<file path="src/rtl/wb_port_arbiter_pkg.sv">
// Shared CPU writeback definitions: register-file geometry, the writeback entry
// record and a helper for sizing occupancy counters.
package wb_port_arbiter_pkg;

    localparam int unsigned REG_ADDR_W = 5;
    localparam int unsigned REG_DATA_W = 32;
    localparam int unsigned NUM_REGS   = 32;

    typedef struct packed {
        logic [REG_ADDR_W-1:0] addr;
        logic [REG_DATA_W-1:0] data;
    } wb_entry_t;

    // Occupancy counter width: must represent 0..depth inclusive.
    function automatic int unsigned cnt_width(input int unsigned depth);
        return $clog2(depth) + 1;
    endfunction

endpackage

</file>
<file path="src/rtl/wb_port_arbiter_if.sv">
// Writeback bus: ALU and load producers in, register-file write port and
// pending bitmap out.
interface wb_port_arbiter_if
    import wb_port_arbiter_pkg::*;
#(
    parameter int unsigned DEPTH  = 4,
    parameter int unsigned DATA_W = REG_DATA_W,
    parameter int unsigned ADDR_W = REG_ADDR_W
);
    localparam int unsigned CNT_W = cnt_width(DEPTH);

    logic                  alu_valid;
    logic                  alu_ready;
    logic [ADDR_W-1:0]     alu_addr;
    logic [DATA_W-1:0]     alu_data;
    logic                  mem_valid;
    logic [ADDR_W-1:0]     mem_addr;
    logic [DATA_W-1:0]     mem_data;
    logic                  enc;
    logic [ADDR_W-1:0]     addrc;
    logic [DATA_W-1:0]     datac;
    logic [2**ADDR_W-1:0]  pending;
    logic [CNT_W-1:0]      fifo_count;

    // Arbiter side.
    modport slave (
        input  alu_valid, alu_addr, alu_data, mem_valid, mem_addr, mem_data,
        output alu_ready, enc, addrc, datac, pending, fifo_count
    );

    // Producer / register-file side.
    modport master (
        output alu_valid, alu_addr, alu_data, mem_valid, mem_addr, mem_data,
        input  alu_ready, enc, addrc, datac, pending, fifo_count
    );

endinterface

</file>
<file path="src/rtl/wb_port_arbiter_wb_fifo.sv">
// In-order overflow FIFO for ALU results that lose arbitration. Exposes a
// per-slot valid+addr view so the parent can build the pending bitmap.
module wb_fifo
    import wb_port_arbiter_pkg::*;
#(
    parameter int unsigned DEPTH  = 4,
    parameter int unsigned DATA_W = REG_DATA_W,
    parameter int unsigned ADDR_W = REG_ADDR_W,
    localparam int unsigned CNT_W = cnt_width(DEPTH)
) (
    input  logic              clock,
    input  logic              reset,
    input  logic              i_push,
    input  logic [ADDR_W-1:0] i_addr,
    input  logic [DATA_W-1:0] i_data,
    input  logic              i_pop,
    output logic [ADDR_W-1:0] o_head_addr,
    output logic [DATA_W-1:0] o_head_data,
    output logic [CNT_W-1:0]  o_count,
    output logic              o_empty,
    output logic              o_full,
    output logic [DEPTH-1:0]  o_valid,
    output logic [ADDR_W-1:0] o_entry_addr [DEPTH]
);
    localparam int unsigned      PTR_W    = $clog2(DEPTH);
    localparam logic [CNT_W-1:0] FULL_CNT = CNT_W'(DEPTH);

    logic [ADDR_W-1:0] r_addr [DEPTH];
    logic [DATA_W-1:0] r_data [DEPTH];
    logic [DEPTH-1:0]  r_valid;
    logic [PTR_W-1:0]  r_wr_ptr;
    logic [PTR_W-1:0]  r_rd_ptr;
    logic [CNT_W-1:0]  r_count;

    // Payload storage; contents are only meaningful where r_valid is set.
    always_ff @(posedge clock) begin
        if (i_push) begin
            r_addr[r_wr_ptr] <= i_addr;
            r_data[r_wr_ptr] <= i_data;
        end
    end

    // Pointers wrap naturally because DEPTH is a power of two.
    always_ff @(posedge clock or negedge reset) begin
        if (!reset) begin
            r_wr_ptr <= '0;
            r_rd_ptr <= '0;
            r_count  <= '0;
            r_valid  <= '0;
        end else begin
            if (i_pop) begin
                r_rd_ptr          <= r_rd_ptr + 1'b1;
                r_valid[r_rd_ptr] <= 1'b0;
            end
            if (i_push) begin
                r_wr_ptr          <= r_wr_ptr + 1'b1;
                r_valid[r_wr_ptr] <= 1'b1;
            end
            case ({i_push, i_pop})
                2'b10:   r_count <= r_count + 1'b1;
                2'b01:   r_count <= r_count - 1'b1;
                default: r_count <= r_count;
            endcase
        end
    end

    assign o_head_addr  = r_addr[r_rd_ptr];
    assign o_head_data  = r_data[r_rd_ptr];
    assign o_count      = r_count;
    assign o_empty      = (r_count == '0);
    assign o_full       = (r_count == FULL_CNT);
    assign o_valid      = r_valid;
    assign o_entry_addr = r_addr;

endmodule

</file>
<file path="src/rtl/wb_port_arbiter.sv">
// Writeback arbiter: merges load and ALU results onto the single register-file
// write port. Loads win; displaced ALU results queue in order in wb_fifo.
module wb_port_arbiter
    import wb_port_arbiter_pkg::*;
#(
    parameter int unsigned DEPTH  = 4,
    parameter int unsigned DATA_W = REG_DATA_W,
    parameter int unsigned ADDR_W = REG_ADDR_W
) (
    input  logic             clock,
    input  logic             reset,
    wb_port_arbiter_if.slave bus
);
    localparam int unsigned CNT_W  = cnt_width(DEPTH);
    localparam int unsigned NUM_RF = 2**ADDR_W;

    logic              w_full;
    logic              w_empty;
    logic [CNT_W-1:0]  w_count;
    logic [ADDR_W-1:0] w_head_addr;
    logic [DATA_W-1:0] w_head_data;
    logic [DEPTH-1:0]  w_valid;
    logic [ADDR_W-1:0] w_entry_addr [DEPTH];

    logic              w_alu_ready;
    logic              w_alu_live;
    logic              w_mem_live;
    logic              w_push;
    logic              w_pop;
    logic              w_sel_valid;
    logic [ADDR_W-1:0] w_sel_addr;
    logic [DATA_W-1:0] w_sel_data;
    logic [NUM_RF-1:0] w_pending;

    logic              r_enc;
    logic [ADDR_W-1:0] r_addrc;
    logic [DATA_W-1:0] r_datac;

    // Ready depends only on occupancy, so a same-cycle pop never enables a push.
    assign w_alu_ready = !w_full;
    // Writes to register 0 are consumed but otherwise behave as if absent.
    assign w_alu_live  = bus.alu_valid && w_alu_ready && (bus.alu_addr != '0);
    assign w_mem_live  = bus.mem_valid && (bus.mem_addr != '0);

    wb_fifo #(
        .DEPTH (DEPTH),
        .DATA_W(DATA_W),
        .ADDR_W(ADDR_W)
    ) u_fifo (
        .clock       (clock),
        .reset       (reset),
        .i_push      (w_push),
        .i_addr      (bus.alu_addr),
        .i_data      (bus.alu_data),
        .i_pop       (w_pop),
        .o_head_addr (w_head_addr),
        .o_head_data (w_head_data),
        .o_count     (w_count),
        .o_empty     (w_empty),
        .o_full      (w_full),
        .o_valid     (w_valid),
        .o_entry_addr(w_entry_addr)
    );

    // Source selection: load, then FIFO head, then ALU bypass (FIFO empty only).
    always_comb begin
        w_sel_valid = 1'b0;
        w_sel_addr  = bus.mem_addr;
        w_sel_data  = bus.mem_data;
        w_push      = 1'b0;
        w_pop       = 1'b0;
        if (w_mem_live) begin
            w_sel_valid = 1'b1;
            w_push      = w_alu_live;
        end else if (!w_empty) begin
            w_sel_valid = 1'b1;
            w_sel_addr  = w_head_addr;
            w_sel_data  = w_head_data;
            w_pop       = 1'b1;
            w_push      = w_alu_live;
        end else if (w_alu_live) begin
            w_sel_valid = 1'b1;
            w_sel_addr  = bus.alu_addr;
            w_sel_data  = bus.alu_data;
        end
    end

    // Output register; address/data hold when no write is selected.
    always_ff @(posedge clock or negedge reset) begin
        if (!reset) begin
            r_enc   <= 1'b0;
            r_addrc <= '0;
            r_datac <= '0;
        end else begin
            r_enc <= w_sel_valid;
            if (w_sel_valid) begin
                r_addrc <= w_sel_addr;
                r_datac <= w_sel_data;
            end
        end
    end

    // Pending bitmap from registered state only: queued entries plus the output slot.
    always_comb begin
        w_pending = '0;
        for (int unsigned i = 0; i < DEPTH; i++) begin
            if (w_valid[i]) begin
                w_pending[w_entry_addr[i]] = 1'b1;
            end
        end
        if (r_enc) begin
            w_pending[r_addrc] = 1'b1;
        end
    end

    assign bus.alu_ready  = w_alu_ready;
    assign bus.enc        = r_enc;
    assign bus.addrc      = r_addrc;
    assign bus.datac      = r_datac;
    assign bus.pending    = w_pending;
    assign bus.fifo_count = w_count;

endmodule

</file>
<file path="src/flat_wrapper.sv">
// flat-port wrapper written by rule: the top's interface ports become plain ports
module wb_port_arbiter_flat import wb_port_arbiter_pkg::*;
#(
    parameter int unsigned DEPTH  = 4,
    parameter int unsigned DATA_W = REG_DATA_W,
    parameter int unsigned ADDR_W = REG_ADDR_W
)
  (clock, reset, bus_alu_valid, bus_alu_addr, bus_alu_data, bus_mem_valid, bus_mem_addr, bus_mem_data, bus_alu_ready, bus_enc, bus_addrc, bus_datac, bus_pending, bus_fifo_count);
  wb_port_arbiter_if #(.DEPTH(DEPTH), .DATA_W(DATA_W), .ADDR_W(ADDR_W)) bus_i ();
  input  logic clock;
  input  logic reset;
  input wire logic [$bits(bus_i.alu_valid)-1:0] bus_alu_valid;
  input wire logic [$bits(bus_i.alu_addr)-1:0] bus_alu_addr;
  input wire logic [$bits(bus_i.alu_data)-1:0] bus_alu_data;
  input wire logic [$bits(bus_i.mem_valid)-1:0] bus_mem_valid;
  input wire logic [$bits(bus_i.mem_addr)-1:0] bus_mem_addr;
  input wire logic [$bits(bus_i.mem_data)-1:0] bus_mem_data;
  output wire logic [$bits(bus_i.alu_ready)-1:0] bus_alu_ready;
  output wire logic [$bits(bus_i.enc)-1:0] bus_enc;
  output wire logic [$bits(bus_i.addrc)-1:0] bus_addrc;
  output wire logic [$bits(bus_i.datac)-1:0] bus_datac;
  output wire logic [$bits(bus_i.pending)-1:0] bus_pending;
  output wire logic [$bits(bus_i.fifo_count)-1:0] bus_fifo_count;
  assign bus_i.alu_valid = bus_alu_valid;
  assign bus_i.alu_addr = bus_alu_addr;
  assign bus_i.alu_data = bus_alu_data;
  assign bus_i.mem_valid = bus_mem_valid;
  assign bus_i.mem_addr = bus_mem_addr;
  assign bus_i.mem_data = bus_mem_data;
  assign bus_alu_ready = bus_i.alu_ready;
  assign bus_enc = bus_i.enc;
  assign bus_addrc = bus_i.addrc;
  assign bus_datac = bus_i.datac;
  assign bus_pending = bus_i.pending;
  assign bus_fifo_count = bus_i.fifo_count;
  wb_port_arbiter #(.DEPTH(DEPTH), .DATA_W(DATA_W), .ADDR_W(ADDR_W)) u_core (.clock(clock), .reset(reset), .bus(bus_i));
endmodule
</file>
<file path="config.mk">
export PLATFORM = sky130hd
export DESIGN_NAME = wb_port_arbiter_flat
export DESIGN_NICKNAME = d
export VERILOG_FILES = /design/src/rtl/wb_port_arbiter_pkg.sv /design/src/rtl/wb_port_arbiter_if.sv /design/src/rtl/wb_port_arbiter_wb_fifo.sv /design/src/rtl/wb_port_arbiter.sv /design/src/flat_wrapper.sv
export SDC_FILE = /design/constraint.sdc
export NUM_CORES = 1
export LEC_CHECK = 0
export CORE_ASPECT_RATIO = 1.1
export CORE_MARGIN = 4
export CORE_UTILIZATION = 49
export DETAILED_ROUTE_END_ITERATION = 6
export PLACE_DENSITY = 0.73
export SYNTH_ARGS = -nofsm -noshare
export SYNTH_HDL_FRONTEND = slang
export SYNTH_HIERARCHICAL = 1
export SYNTH_SLANG_ARGS = --single-unit
</file>
<file path="constraint.sdc">
create_clock -name clock -period 7.1 [get_ports clock]
set_clock_uncertainty 0.15 [all_clocks]
set_input_delay 0.71 -clock clock [delete_from_list [all_inputs] [get_ports clock]]
set_output_delay 0.71 -clock clock [all_outputs]
set_load 0.02 [all_outputs]
</file>
==> results.cfg, run 1 <==
[status]
outcome = finished, final reports clean

[sta]
hold_viol_final = 0
max_freq_mhz = 249
fin_crit_ns = 4.01
finalMaxSlewViolations = 0
finalWorstSetupSlack_ns = 3.09
setup_viol = 0
post-route-period-util_pct = 56.5
slew_headroom_pct = 17.1
rsz0062_at_grt = false
finalSetupTns_ns = 0
worst_slew_pin_slew_ns = 1.24

[critical_path]
crit_family = simple AND/OR/NAND/NOR gates
critPathSlowestCell = o21ai_4
cp-end-kind = flip-flop
cpPeakStageDelay_ns = 0.80
crit_fanout = 35
path_cells = clkdlybuf4s50_1 > or4_1 > o21ai_4 > nor2_1 > inv_1 > ha_1 > inv_1 > fa_1 > xor2_1 > nor2_1 > xor2_1
startpoint_type = input pin
arrival_ns = 4.21
cp.required_ns = 7.30
crit_buf_inv = 3
setup.worst_path.class = in2reg

[placed_design]
io_buffers = 151
placed_area_um2 = 11700
dp_hpwl_mm = 18.2
gp_congestion = 0.916
dp_slack_ns = 2.69

[synth]
syn_nets = 901
syn_inst = 813
yosysMostFrequentCell = edfxtp_1
synth-main-ff-cell = edfxtp_1
yosysSeqAreaShare_pct = 56.4
synthTopCellsByArea = edfxtp_1 (44%), dfrtp_1 (12%), mux4_2 (8.3%)
synthDominantCellAreaShare_pct = 44.2
syn_area_um2 = 10100
yosysWarnings = 6
yosys.area.top_type = edfxtp_1
yosys_register_bits = 197
syn_area_per_cell_um2 = 12.4
async_flop_share_pct = 24.9
ys_top_cells_by_count = edfxtp_1 (148), nand2_1 (65), nand3_1 (57), dfrtp_1 (49)
ys_types = 48
synth_edf_count = 148

[floorplanning]
rows = 54
placeableCoreArea_um2 = 20000
die_w_um = 145
dieArea_um2 = 22900
die_h_um = 158
num_io_pins = 152
initial_core_util_pct = 50.3

[final_layout]
fin_area_um2 = 12300
n_fill_cell = 1593
syn2layout_area_growth_pct = 22.2
final_util_pct = 61.4
nets = 1028
n_antenna_cell = 0
layout-drive-gt1-share_pct = 13.4

[power]
cellPowerDensity_nw_per_um2 = 389
finalPower_w = 0.00478
p_leak_nw = 4.12
ir_drop_mv = 0.204

[route]
firstDrtPassIters = 5
via_per_inst = 6.50
wl_mm = 27.3
num_vias = 7828
ant_nets = 0
drc = 0
drt_iter0_drc = 806
post_drt_wl_per_cell_um = 22.7

[clock_tree]
path_clk_slew_ns = 0.07
postCtsSetupBuffers = 0
cts_max_level = 4
hold_buffers = 0
cts-root-buf = clkbuf_16
numClockSinks = 197
cts-buffers-inserted = 17
tritoncts = done
cts-resized-gates = 0
cts_buffer_depth = 2
clkLatencyLatePin_ns = 0.42

[global_route]
grt_pass1_vias = 7847
grt_max_degree = 69
track_usage_pct = 24.5
antenna_found_initial = 0
overflow = 0
grt_pass1_wl_mm = 43.2

[flow_run]
cap_violations = 0

[min_path]
hold_path_class = in2async
report_power, final:
part	switching, W	leakage, nW	internal, W
combinational	0.00106	1.89	0.000923
clock	0.000406	0.282	0.000534
sequential	0.000294	1.94	0.00156
total	0.00176	4.12	0.00302
flip-flops by register name (all words and copies together) (netlist names):
| name | count |
|---|---|
| u_core/bus.addrc | 5 |
| u_core/bus.datac | 32 |
| u_core/bus.enc | 1 |
| u_core/u_fifo/o_count | 3 |
| u_core/u_fifo/o_entry_addr | 20 |
| u_core/u_fifo/o_valid | 4 |
| u_core/u_fifo/r_data | 128 |
| u_core/u_fifo/r_rd_ptr | 2 |
| u_core/u_fifo/r_wr_ptr | 2 |
cell usage in the layout, fill, tap and decap left out, types with 5 or more instances in the layout:
cell type,instances
nor3_1,40
or3b_2,5
nor2_1,41
inv_1,9
a311oi_1,32
and3_1,6
a211oi_1,32
buf_4,8
edfxtp_1,148
dfrtp_1,47
nand2_1,65
mux4_2,37
o221ai_1,16
o21ai_0,36
ha_1,9
nand3_1,57
or2_2,34
and3b_1,5
o22ai_1,17
nor3b_1,20
clkdlybuf4s50_1,150
o211ai_1,6
nand3b_1,23
clkbuf_16,18
a22oi_1,30
kinds of logic after synthesis:
family / count (synthesis) / synth area share, %
compound gates: 194 / 14.4
xor+xnor: 5 / 0.435
fa+ha+maj: 10 / 1.32
buf+inv: 60 / 2.87
flops: 197 / 56.4
mux: 37 / 8.28
simple gates: 310 / 16.3
layer usage:
metal	wire (um)	global-route usage [%]	up-vias
met3	1990	3.94	64
li1	-	-	3490
met1	10600	31.4	3865
met2	14000	42.0	409
met4	764	9.55	0
met5	0	0	-
per-stage QoR:
stage,cells,hold WS [ns]
3_5_place_dp,1173,0.375
3_3_place_gp,1173,0.372
5_1_grt,1205,0.316
4_1_cts,1205,0.279
2_1_floorplan,813,0.264
6_report,1205,0.263
worst register-to-register path: stages (launching register included):
cell     delay, ns
dfrtp_1       0.41
inv_1         0.10
and3_1        0.21
nor2b_1       0.66
o21ai_4       0.47
nor2_1        0.46
and2_2        0.93
final timing paths:
kind	depth (start not counted)	slack, ns	start	to
min reg2reg	1	0.39	u_core/u_fifo/o_count[0]$_DFFE_PN0P_	u_core/u_fifo/o_count[0]$_DFFE_PN0P_
max in group asynchronous	2	6.03	reset	u_core/u_fifo/r_rd_ptr[1]$_DFFE_PN0P_
min	2	0.26	reset	u_core/bus.datac[25]$_DFFE_PN0P_
max	11	3.09	bus_alu_addr[0]	u_core/u_fifo/o_count[2]$_DFFE_PN0P_
min in group clock	1	0.39	u_core/u_fifo/o_count[0]$_DFFE_PN0P_	u_core/u_fifo/o_count[0]$_DFFE_PN0P_
max reg2reg	6	3.30	u_core/u_fifo/o_count[0]$_DFFE_PN0P_	u_core/u_fifo/r_data[3][3]$_DFFE_PP_
final cells by class:
class                           count  area [um2]  share of cell area, %
Clock buffer                       22         495                   4.03
Clock inverter                     10        92.6                  0.753
Inverter                            9        33.8                  0.275
Multi-Input combinational cell    556        4110                   33.5
Sequential cell                   197        5670                   46.2
Tap cell                          252         315                   2.57
Timing Repair Buffer              159        1570                   12.7
(Power assumes the default switching activity.)
==> run 2: changes to the inputs <==
Settings changed: PLACE_DENSITY 0.73 to 0.76.
Clock period 7.1 ns to 3.6 ns, I/O delays scaled along.
==> run 2 against run 1 <==
Compared with the run above:
- sequential share of layout area fell by 0.34 points
- routed wire length rose by 2.5%
- largest power group unchanged
- utilization grew 0.44 points
==> results.cfg, run 2 (synthesized netlist as in run 1, its figures left out) <==
[placed_design]
io_buffers = 151
gp_congestion = 0.914
placed_area_um2 = 11800
dp_hpwl_mm = 18.6

[sta]
finalMaxSlewViolations = 0
hold_viol_final = 0
setup_viol = 0
rsz0062_at_grt = false
max_freq_mhz = 328
worst_slew_pin_slew_ns = 1.08
fin_crit_ns = 3.05
post-route-period-util_pct = 84.7
finalSetupTns_ns = 0
slew_headroom_pct = 27.9

[final_layout]
mostFrequentLayoutCells = clkdlybuf4s50_1 (150), edfxtp_1 (148), nand2_1 (65)
fin_area_um2 = 12400
largest_reg_flops = 128
largest-register = u_core/u_fifo/r_data
final_common_cell = clkdlybuf4s50_1
nets = 1040
syn2layout_area_growth_pct = 23.0
layout-drive-gt1-share_pct = 14.1

[clock_tree]
path_clk_slew_ns = 0.07
cts-resized-gates = 0
cts-buffers-inserted = 17
cts-root-buf = clkbuf_16
numClockSinks = 197
cts_max_level = 4
clkLatencyLatePin_ns = 0.43
cts_buffer_depth = 2
tritoncts = done

[min_path]
hold_path_class = in2async

[route]
num_vias = 7888
post_drt_wl_per_cell_um = 23.0
drc = 0
via_per_inst = 6.48
ant_nets = 0
drt_iter0_drc = 724
wl_mm = 28.0
firstDrtPassIters = 6

[critical_path]
reg2regPathDepth = 13
cpPeakStageDelay_ns = 0.64
cp-end-kind = output port
crit_fanout = 9
critPathSlowestCell = clkdlybuf4s50_1
cp.required_ns = 3.09
startpoint_type = flip-flop
path_cells = or3b_2 > o22ai_1 > nor2_1 > o221ai_1 > clkdlybuf4s50_1
arrival_ns = 2.54
setup.worst_path.class = reg2out

[global_route]
overflow = 0
grt_pass1_vias = 7901
antenna_found_initial = 1
track_usage_pct = 24.5
grt_max_degree = 69
grt_pass1_wl_mm = 43.2

[floorplanning]
placeableCoreArea_um2 = 20000
initial_core_util_pct = 50.3
dieArea_um2 = 22900
rows = 54
die_w_um = 145
num_io_pins = 152
die_h_um = 158

[flow_run]
cap_violations = 0

[power]
ir_drop_mv = 0.503
p_leak_nw = 4.17
cellPowerDensity_nw_per_um2 = 762

[status]
outcome = finished, final reports clean
[run 2: report_power, final]
group          internal (W)  total (W)  switching (W)
clock              0.000958    0.00178       0.000820
combinational       0.00186    0.00408        0.00221
sequential          0.00308    0.00358       0.000499
[run 2: final timing paths]
kind                                                          to  slack (ns)                                      from
max                                              bus_pending[12]        0.55  u_core/u_fifo/o_entry_addr[10]$_DFFE_PP_
min                             u_core/bus.datac[25]$_DFFE_PN0P_        0.28                                     reset
max reg2reg                 u_core/u_fifo/o_count[2]$_DFFE_PN0P_        0.71      u_core/u_fifo/o_count[2]$_DFFE_PN0P_
min reg2reg                 u_core/u_fifo/o_count[2]$_DFFE_PN0P_        0.38      u_core/u_fifo/o_count[2]$_DFFE_PN0P_
max in group asynchronous  u_core/u_fifo/r_rd_ptr[0]$_DFFE_PN0P_        2.16                                     reset
min in group clock               u_core/bus.datac[1]$_DFFE_PN0P_        0.37                           bus_mem_data[1]
[run 2: per-layer routing]
metal / vias to the layer above / track usage [%] / wire (um)
met5: - / 0 / 0
met4: 0 / 9.77 / 867
met3: 61 / 4.15 / 1930
met2: 394 / 42.4 / 14300
met1: 3922 / 30.8 / 10900
li1: 3511 / - / -
[run 2: timing repair]
action / CTS / global route
buffers inserted: 0 / 0
hold endpoints to repair: 18 / 0
hold buffers: 1 / 0
[run 2: area by class of cell]
| type | instances | area, um2 |
|---|---|---|
| sequential | 197 | 5670 |
| tap | 252 | 315 |
| timing repair buffer | 171 | 1700 |
| clock inverter | 11 | 104 |
| inverter | 9 | 33.8 |
| clock buffer | 21 | 440 |
| antenna | 1 | 2.50 |
| fill | 1547 | 7620 |
| multi-input combinational | 556 | 4110 |
[run 2: critical path: cells and delay by family (launching register included)]
kind                   cells  cell delay (ns)
AOI/OAI and AO/OA          2             0.30
and+or+nand+nor            2             0.65
DFF                        1             0.52
buffers and inverters      1             0.64
[run 2: per-stage QoR]
stage	hold slack (ns)	setup slack [ns]	total power, W	cells	util, %
2_1_floorplan	-0.0856	0.361	0.00610	813	-
4_1_cts	0.287	0.568	0.00945	1217	61.9
6_report	0.283	0.551	0.00944	1218	61.9
5_1_grt	0.324	0.474	0.00992	1218	61.9
3_5_place_dp	0.213	0.387	0.00766	1184	59.1
3_3_place_gp	0.209	0.433	0.00759	1184	59.1
==> run 3: changes to the inputs <==
Clock period 3.6 ns to 2.51 ns, I/O delays scaled along.
==> run 3 against run 2 <==
Compared with the run above:
- first-iteration DRC count up 2.1%
- flip-flop and latch count is the same
- worst setup slack got worse by 0.55 ns
- clock power up 57%
- combinational power is 63% higher
- routed wire length rose by 6.2%
- sequential share of layout area fell by 3.3 points
- design area rose by 7.8%
- via count rose by 5.2%
- critical path depth is 6 higher
- critical endpoint is now u_core/u_fifo/o_count[2]$_DFFE_PN0P_
- largest cell class unchanged
==> results.cfg, run 3 (synthesized netlist as in run 1, its figures left out) <==
[status]
outcome = finished, final reports clean

[global_route]
grt_pass1_wl_mm = 44.6
overflow = 0
grt_pass1_vias = 8207
track_usage_pct = 25.8
grt_max_degree = 69
antenna_found_initial = 1

[clock_tree]
cts-root-buf = clkbuf_16
clkLatencyLatePin_ns = 0.44
cts_max_level = 4
path_clk_slew_ns = 0.08
tritoncts = done
numClockSinks = 197
cts_buffer_depth = 2
cts-buffers-inserted = 17

[sta]
finalWorstSetupSlack_ns = 0.00139
post-route-period-util_pct = 99.9
setup_viol = 0
max_freq_mhz = 399
finalMaxSlewViolations = 0
slew_headroom_pct = 63.0
hold_viol_final = 0
rsz0062_at_grt = true
finalSetupTns_ns = 0
fin_crit_ns = 2.51
worst_slew_pin_slew_ns = 0.556

[power]
finalPower_w = 0.0145
cellPowerDensity_nw_per_um2 = 1080
ir_drop_mv = 0.654
p_leak_nw = 4.92

[route]
num_vias = 8295
firstDrtPassIters = 7
drt_iter0_drc = 739
drc = 0
wl_mm = 29.8
ant_nets = 0
post_drt_wl_per_cell_um = 22.9
via_per_inst = 6.37

[min_path]
hold_path_class = in2async

[placed_design]
dp_slack_ns = -0.299
placed_area_um2 = 12400
io_buffers = 151
dp_hpwl_mm = 19.5
gp_congestion = 0.958

[floorplanning]
die_w_um = 145
placeableCoreArea_um2 = 20000
initial_core_util_pct = 50.3
rows = 54
dieArea_um2 = 22900
num_io_pins = 152
die_h_um = 158

[critical_path]
cp-endpoint = u_core/u_fifo/o_count[2]$_DFFE_PN0P_
crit_fanout = 2
cp-end-kind = flip-flop
setup.worst_path.class = reg2reg
startpoint_type = flip-flop
cp-startpoint = u_core/u_fifo/o_count[2]$_DFFE_PN0P_
reg2regPathDepth = 11
arrival_ns = 2.72
cp.required_ns = 2.72
r2r-start = u_core/u_fifo/o_count[2]$_DFFE_PN0P_
r2r_slack_ns = 0.001
reg2reg_to = u_core/u_fifo/o_count[2]$_DFFE_PN0P_

[final_layout]
largest-register = u_core/u_fifo/r_data
fin_area_um2 = 13300
ff_latch_area_um2 = 5680
n_fill_cell = 1464
largest_reg_flops = 128
layout-drive-gt1-share_pct = 25.6
n_antenna_cell = 0
nets = 1125
multi_input_area_um2 = 4250
final_util_pct = 66.7
mostFrequentLayoutCells = edfxtp_1 (148), clkdlybuf4s50_1 (118), buf_4 (87)
syn2layout_area_growth_pct = 32.7
final_common_cell = edfxtp_1

[flow_run]
cap_violations = 0
[run 3: worst min-delay path by stage]
stage	startpoint	end	cells past startpoint
after CTS	reset	u_core/u_fifo/o_count[0]$_DFFE_PN0P_	2
after global routing	reset	u_core/bus.datac[27]$_DFFE_PN0P_	2
after detailed placement	reset	u_core/u_fifo/o_count[0]$_DFFE_PN0P_	1
final	reset	u_core/bus.datac[27]$_DFFE_PN0P_	2
after floorplan	reset	u_core/bus.addrc[0]$_DFFE_PN0P_	0
after global placement	reset	u_core/bus.datac[28]$_DFFE_PN0P_	1
[run 3: metal layers]
metal | track usage (%) | part of all wire [%] | routed length (um) | vias to the layer above
met1 | 31.9 | 37 | 11000 | 4077
met3 | 4.72 | 8.0 | 2390 | 74
met2 | 44.9 | 52 | 15500 | 453
met5 | 0 | 0.030 | 9 | -
li1 | - | - | - | 3689
met4 | 10.5 | 3.1 | 915 | 2
[run 3: worst max-delay path, cell delays in order, from the launching register on]
cell and delay [ns]:
dfrtp_1 0.41, nor3_4 0.19, or3b_4 0.41, o21ai_4 0.18, nor2_4 0.05, inv_2 0.07, ha_4 0.13, inv_2 0.03
fa_2 0.35, xor2_1 0.14, nor2_1 0.14, xor2_1 0.18
[run 3: repair_timing]
action,in CTS,in global routing
pin swaps,6,0
endpoints found under the hold margin,21,0
setup endpoints to repair,33,36
resized for setup,38,60
buffers inserted,9,23
hold buffers,1,0
[run 3: metrics by stage]
stage                     hold WS [ns]  cells
after floorplan                 -0.195    813
after global placement           0.120   1237
after detailed placement         0.128   1237
after CTS                        0.177   1279
after global routing             0.215   1302
final                            0.178   1302
[run 3: area by class of cell]
cell class	instances	share of cell area [%]
Sequential cell	197	42.6
Multi-Input combinational cell	556	31.8
Timing Repair Buffer	256	18.3
Clock buffer	18	3.29
Tap cell	252	2.36
Clock inverter	14	1.36
Inverter	9	0.253
[run 3: report_power, final]
group	switching (W)	internal (W)	total, W
Sequential	0.000597	0.00442	0.00501
Combinational	0.00349	0.00315	0.00664
Clock	0.00133	0.00147	0.00280
Total	0.00542	0.00903	0.0145
